--- src/rtl/mem_access_stage.sv ---
`timescale 1ns/1ps
// MEM stage: drives the multi-cycle data memory over a req/ack handshake, stalls upstream
// while an access is outstanding, and issues BTB update writes. Optional: MEM_ACCESS_STALL_CNT_EN.
module mem_access_stage #(
    parameter int MAX_WAIT = 16
) (
    input  logic        Clk,
    input  logic        Rst,
    input  logic        EX_MEM_RegWrite,
    input  logic        EX_MEM_MemtoReg,
    input  logic        EX_MEM_MemWrite,
    input  logic        EX_MEM_MemRead,
    input  logic        EX_MEM_Branch,
    input  logic        EX_MEM_Super,
    input  logic [31:0] EX_MEM_ALUResult,
    input  logic [31:0] EX_MEM_ForwardMuxB,
    input  logic [4:0]  EX_MEM_RegDst,
    input  logic [31:0] EX_MEM_Update,
    output logic        DMem_Req,
    output logic        DMem_We,
    output logic [31:0] DMem_Addr,
    output logic [31:0] DMem_WData,
    input  logic        DMem_Ack,
    input  logic [31:0] DMem_RData,
    output logic        MemStall,
    output logic        MemErr,
    output logic        BTB_WrEn,
    output logic [31:0] BTB_WrData,
`ifdef MEM_ACCESS_STALL_CNT_EN
    output logic [31:0] StallCount,
`endif
    output logic        MEM_WB_RegWrite,
    output logic        MEM_WB_MemtoReg,
    output logic        MEM_WB_Super,
    output logic [31:0] MEM_WB_ReadData,
    output logic [31:0] MEM_WB_ALUResult,
    output logic [4:0]  MEM_WB_RegDst
);

    typedef enum logic {S_IDLE, S_WAIT} state_t;

    localparam logic [7:0] LAST_CNT = 8'(MAX_WAIT - 1);

    state_t      state, state_nxt;
    logic [7:0]  wait_cnt;
    logic        acc;
    logic        timeout_hit;
    logic        ack_hit;
    logic        btb_fire;

    logic        hold_regwrite_p1;
    logic        hold_memtoreg_p1;
    logic        hold_super_p1;
    logic [4:0]  hold_regdst_p1;
    logic [31:0] hold_alu_p1;

    assign acc = EX_MEM_MemRead | EX_MEM_MemWrite;

    always_ff @(posedge Clk) begin
        if (Rst) state <= S_IDLE;
        else     state <= state_nxt;
    end

    always_comb begin
        state_nxt = state;
        case (state)
            S_IDLE: if (acc) state_nxt = S_WAIT;
            S_WAIT: if (ack_hit || timeout_hit) state_nxt = S_IDLE;
            default: state_nxt = S_IDLE;
        endcase
    end

    always_comb begin
        ack_hit     = (state == S_WAIT) && DMem_Ack;
        timeout_hit = (state == S_WAIT) && !DMem_Ack && (wait_cnt == LAST_CNT);
        btb_fire    = (state == S_IDLE) && EX_MEM_Branch && !acc;
        MemStall    = !Rst && (((state == S_IDLE) && acc) ||
                               ((state == S_WAIT) && !DMem_Ack && !timeout_hit));
    end

    // Stage boundary: EX/MEM -> memory request / MEM/WB register
    always_ff @(posedge Clk) begin
        if (Rst) begin
            DMem_Req         <= 1'b0;
            DMem_We          <= 1'b0;
            DMem_Addr        <= '0;
            DMem_WData       <= '0;
            wait_cnt         <= '0;
            MemErr           <= 1'b0;
            BTB_WrEn         <= 1'b0;
            BTB_WrData       <= '0;
            hold_regwrite_p1 <= 1'b0;
            hold_memtoreg_p1 <= 1'b0;
            hold_super_p1    <= 1'b0;
            hold_regdst_p1   <= '0;
            hold_alu_p1      <= '0;
            MEM_WB_RegWrite  <= 1'b0;
            MEM_WB_MemtoReg  <= 1'b0;
            MEM_WB_Super     <= 1'b0;
            MEM_WB_ReadData  <= '0;
            MEM_WB_ALUResult <= '0;
            MEM_WB_RegDst    <= '0;
        end else begin
            BTB_WrEn <= btb_fire;
            if (btb_fire) BTB_WrData <= EX_MEM_Update;

            // Bubble by default; only pass-through and ack retire real results
            MEM_WB_RegWrite  <= 1'b0;
            MEM_WB_MemtoReg  <= 1'b0;
            MEM_WB_Super     <= 1'b0;
            MEM_WB_ReadData  <= '0;
            MEM_WB_ALUResult <= '0;
            MEM_WB_RegDst    <= '0;

            case (state)
                S_IDLE: begin
                    wait_cnt <= '0;
                    if (acc) begin
                        DMem_Req         <= 1'b1;
                        DMem_We          <= EX_MEM_MemWrite;
                        DMem_Addr        <= EX_MEM_ALUResult;
                        DMem_WData       <= EX_MEM_ForwardMuxB;
                        hold_regwrite_p1 <= EX_MEM_RegWrite;
                        hold_memtoreg_p1 <= EX_MEM_MemtoReg;
                        hold_super_p1    <= EX_MEM_Super;
                        hold_regdst_p1   <= EX_MEM_RegDst;
                        hold_alu_p1      <= EX_MEM_ALUResult;
                    end else begin
                        MEM_WB_RegWrite  <= EX_MEM_RegWrite;
                        MEM_WB_MemtoReg  <= EX_MEM_MemtoReg;
                        MEM_WB_Super     <= EX_MEM_Super;
                        MEM_WB_ALUResult <= EX_MEM_ALUResult;
                        MEM_WB_RegDst    <= EX_MEM_RegDst;
                    end
                end
                S_WAIT: begin
                    if (ack_hit) begin
                        DMem_Req         <= 1'b0;
                        DMem_We          <= 1'b0;
                        wait_cnt         <= '0;
                        MEM_WB_RegWrite  <= hold_regwrite_p1;
                        MEM_WB_MemtoReg  <= hold_memtoreg_p1;
                        MEM_WB_Super     <= hold_super_p1;
                        MEM_WB_ALUResult <= hold_alu_p1;
                        MEM_WB_RegDst    <= hold_regdst_p1;
                        MEM_WB_ReadData  <= DMem_We ? 32'h0 : DMem_RData;
                    end else if (timeout_hit) begin
                        DMem_Req <= 1'b0;
                        DMem_We  <= 1'b0;
                        wait_cnt <= '0;
                        MemErr   <= 1'b1;
                    end else begin
                        wait_cnt <= wait_cnt + 8'd1;
                    end
                end
                default: begin
                    DMem_Req <= 1'b0;
                    wait_cnt <= '0;
                end
            endcase
        end
    end

`ifdef MEM_ACCESS_STALL_CNT_EN
    always_ff @(posedge Clk) begin
        if (Rst)
            StallCount <= '0;
        else if (MemStall && (StallCount != 32'hFFFF_FFFF))
            StallCount <= StallCount + 32'd1;
    end
`endif

endmodule

--- config.mk ---
export PLATFORM = sky130hd
export DESIGN_NAME = mem_access_stage
export DESIGN_NICKNAME = d
export VERILOG_FILES = /design/src/rtl/mem_access_stage.sv
export SDC_FILE = /design/constraint.sdc
export NUM_CORES = 1
export LEC_CHECK = 0
export CAP_MARGIN = 20
export CORE_MARGIN = 10
export CORE_UTILIZATION = 41
export CTS_BUF_LIST = sky130_fd_sc_hd__clkbuf_4
export DETAILED_ROUTE_END_ITERATION = 10
export PLACE_DENSITY = 0.88
export SLEW_MARGIN = 40
export SYNTH_ARGS = -nofsm -noshare
export SYNTH_HDL_FRONTEND = slang
export SYNTH_SLANG_ARGS = --single-unit
--- constraint.sdc ---
create_clock -name Clk -period 1.78 [get_ports Clk]
set_input_delay 0.356 -clock Clk [delete_from_list [all_inputs] [get_ports Clk]]
set_output_delay 0.356 -clock Clk [all_outputs]
set_load 0.03 [all_outputs]
==> results.md <==
| Quantity | Value | Unit |
|---|---|---|
| Run status | complete, but fails checks | - |
| Violations in the final reports | negative setup slack | - |
| Hold Crit Class | input port to flip-flop | - |
| Post-synthesis cell type count | 33 | - |
| Post-synth design cell area | 6167 | sq um |
| Clock transition at the registers of the reported paths | 0.17 | ns |
| Final nets | 1131 | - |
| Core area | 14640 | sq um |
| Cell leakage power | 4.239 | nW |
| Final design instance area without fill | 9718 | sq um |
| Least-Margin Pin Slew | 0.6527 | ns |
| DIE AREA | 20350 | sq um |
| Layout cell share with drive strength beyond 1 | 12.80 | % |
| Sum of negative setup slack | -0.4388 | ns |
| Sequential cell area fraction in the yosys report | 61.35 | % |
| Post-synthesis net count | 814 | - |
| Avg Inst Size Synth | 9.191 | sq um |
| Worst-case clock skew | 0.02478 | ns |
| Global-route usage over all layers | 19.35 | % |
| Data arrival, critical path | 1.86 | ns |
| Count of buffers inserted at the top-level ports | 314 | - |
| FMAX | 450.7 | MHz |
| Worst setup path class | flip-flop to output pin | - |
| Endpoint class of the critical path | output pin | - |
| YS warnings | 0 | - |
| Max cap viols | 0 | - |
| Length of the first detailed-routing pass in iterations | 4 | - |
| Top post-synthesis cells by area | sky130_fd_sc_hd__dfxtp_1 (61%), sky130_fd_sc_hd__nand2_1 (13%), sky130_fd_sc_hd__a21oi_1 (8.8%), sky130_fd_sc_hd__a22o_1 (5.7%), sky130_fd_sc_hd__and2_1 (3.2%) | - |
| Largest net degree at the start of global routing | 61 | - |
| Number of I/O pins | 315 | - |
| Cts bufs inserted | 17 | - |
| Clock net sink count | 189 | - |
| GRT Residual Overflow | 0 | - |
| Fin crit share | 124.7 | % |
| Register-to-register setup slack | 0.08 | ns |
| Cell taking the most area after synthesis | sky130_fd_sc_hd__dfxtp_1 | - |
| Max Fanout on Critical Path | 3 | - |
| H-Tree Depth | 4 | - |
| RePlAce Congestion | 0.8315 | - |
| Post-route setup slack | -0.4388 | ns |
| Launching element type of the critical path | flip-flop | - |
| Area share of the leading cell type in the synthesized netlist | 61.35 | % |
| Max-slew violations | 0 | - |
| Number of routed nets with antenna violations | 0 | - |
| Average routed wire per standard cell | 17.70 | um |
| Number of DRC violations after detailed-routing iteration 0 | 261 | - |
| Antenna violations before repair | 1 | - |
| Initial Utilization | 42.11 | % |
| Path depth of the worst reg2reg path | 4 | - |
| Final period demand of the worst path | 2.219 | ns |
| Worst skew pair latency | 0.58 | ns |
| Largest vdd supply drop | 0.0007986 | V |
| Placement Cell Area | 9687 | sq um |
| Via count of the first global-routing pass | 5554 | - |
| Number of standard-cell rows in the floorplan | 44 | - |
| Worst-case setup slack after placement | -0.1067 | ns |
| RSZ-0062 raised after global routing | true | - |
| Worst relative slew slack | 56.49 | % |
| Vias after detailed routing | 5782 | - |
| Maximum buffer depth of the clock tree | 2 | - |
| Data required, critical path | 1.42 | ns |
| Die X-Extent | 142.6 | um |
| Pwr/cell area | 864.3 | nW/um^2 |
| CTS Root Buffer Type | sky130_fd_sc_hd__clkbuf_4 | - |
| Wire length after detailed routing | 20.98 | mm |
| Final-report hold violation count | 0 | - |
| Min-Delay Path Depth | 3 | - |
| Dpl hpwl | 15.68 | mm |
| Endpoints failing setup | 1 | - |
| Post-detailed-route DRC marker count | 0 | - |
| Via-per-instance ratio | 4.879 | - |
| Die Y-Extent | 142.6 | um |
| FF+latch count, synth | 189 | - |
| Global-route wire length before repair | 30.77 | mm |
| Post-synthesis to final-layout area growth | 57.58 | % |
| TritonCTS clock tree | built | - |
| Synthesized instance count | 671 | - |
==> registers in the layout (all words and copies together) (netlist names), 5 cells and up <==
name / count
BTB_WrData: 32
DMem_WData: 32
MEM_WB_ALUResult: 32
MEM_WB_ReadData: 32
hold_alu_p1: 32
wait_cnt: 8
MEM_WB_RegDst: 5
hold_regdst_p1: 5
==> synthesized netlist by cell type, drive strengths merged <==
master	count
nand2	211
buf	24
or4	3
ha	1
a22o	40
dfxtp	189
xor2	2
nor4b	1
and2b	1
o21bai	1
o31ai	1
or3	2
o21ba	1
xnor2	1
nor2	7
nor2b	1
nor4	1
o21ai	7
clkbuf	24
and2	32
nor3b	1
inv	4
o2111ai	1
nand3	3
and3b	1
a211oi	1
or4b	1
a21oi	109
==> layout by cell type (no fill, tap or decap), drive strengths merged, types with 2 or more instances in the layout <==
cell / n
nor2: 7
buf: 33
inv: 14
xor2: 2
or4: 3
nand3: 3
clkinv: 3
or3: 2
dfxtp: 189
dlygate4sd2: 81
o21ai: 7
and2: 32
nand2: 211
clkdlybuf4s15: 47
clkbuf: 61
clkdlybuf4s50: 140
a21oi: 109
a22o: 40
==> where the power goes <==
group          total (W)  internal, W  leakage [nW]  switching [W]
Sequential       0.00455      0.00444          1.54       0.000106
Combinational    0.00161     0.000685          2.55       0.000924
Clock            0.00224     0.000635         0.148        0.00161
Total            0.00840      0.00576          4.24        0.00264
==> layer usage <==
metal	share of wire, %	global-route usage [%]
met5	0	0
met2	51	34.08
met4	2.4	7.166
met1	37	20.37
met3	9.7	7.828
==> critical path, cell delays in order (launching register included) <==
cell,delay (ns)
sky130_fd_sc_hd__dfxtp_2,0.36
sky130_fd_sc_hd__or4_4,0.56
sky130_fd_sc_hd__o21ai_4,0.15
sky130_fd_sc_hd__o21ai_2,0.07
sky130_fd_sc_hd__buf_6,0.14
==> worst paths after layout <==
check,startpoint,end
max reg2reg,wait_cnt[4],MemErr
min reg2reg,BTB_WrData[20],BTB_WrData[20]
max,wait_cnt[4],MemStall
min,EX_MEM_ForwardMuxB[23],DMem_WData[23]
==> repair_timing <==
action | CTS | global route
endpoints found under the hold margin | 1 | 0
hold buffers | 1 | 0
setup endpoints to repair | 173 | 95
cloned | 0 | 0
pin swaps | 5 | 2
gates resized for setup | 216 | 112
setup buffers | 11 | 2
==> metrics by stage <==
stage                     hold slack, ns  utilization (%)  std cells  total power (W)
after floorplan                   0.4299                -        671         0.005438
after CTS                         0.2590            67.74       1190         0.008504
after detailed placement          0.4460            66.15       1147         0.006389
after global placement            0.4410            66.15       1147         0.006357
final                             0.2974            66.36       1185         0.008400
after global routing              0.2559            66.36       1185         0.008764
==> area by class of cell <==
type | instances | area (sq um)
fillers | 1172 | 4926
flip-flops and latches | 189 | 3787
repair buffers | 346 | 3212
multi-input cells | 430 | 2200
well taps | 184 | 230.2
clock inverters | 14 | 143.9
clock buffers | 17 | 127.6
inverters | 4 | 15.01
diodes | 1 | 2.502
==> kinds of logic after synthesis <==
logic type / Yosys count / share of synthesized area [%]
fa+ha+maj: 1 / 0.2028
simple gates: 265 / 18.44
xor+xnor: 3 / 0.4261
flops: 189 / 61.35
compound gates: 161 / 15.89
buf+inv: 52 / 3.692
(Power assumes the default switching activity.)
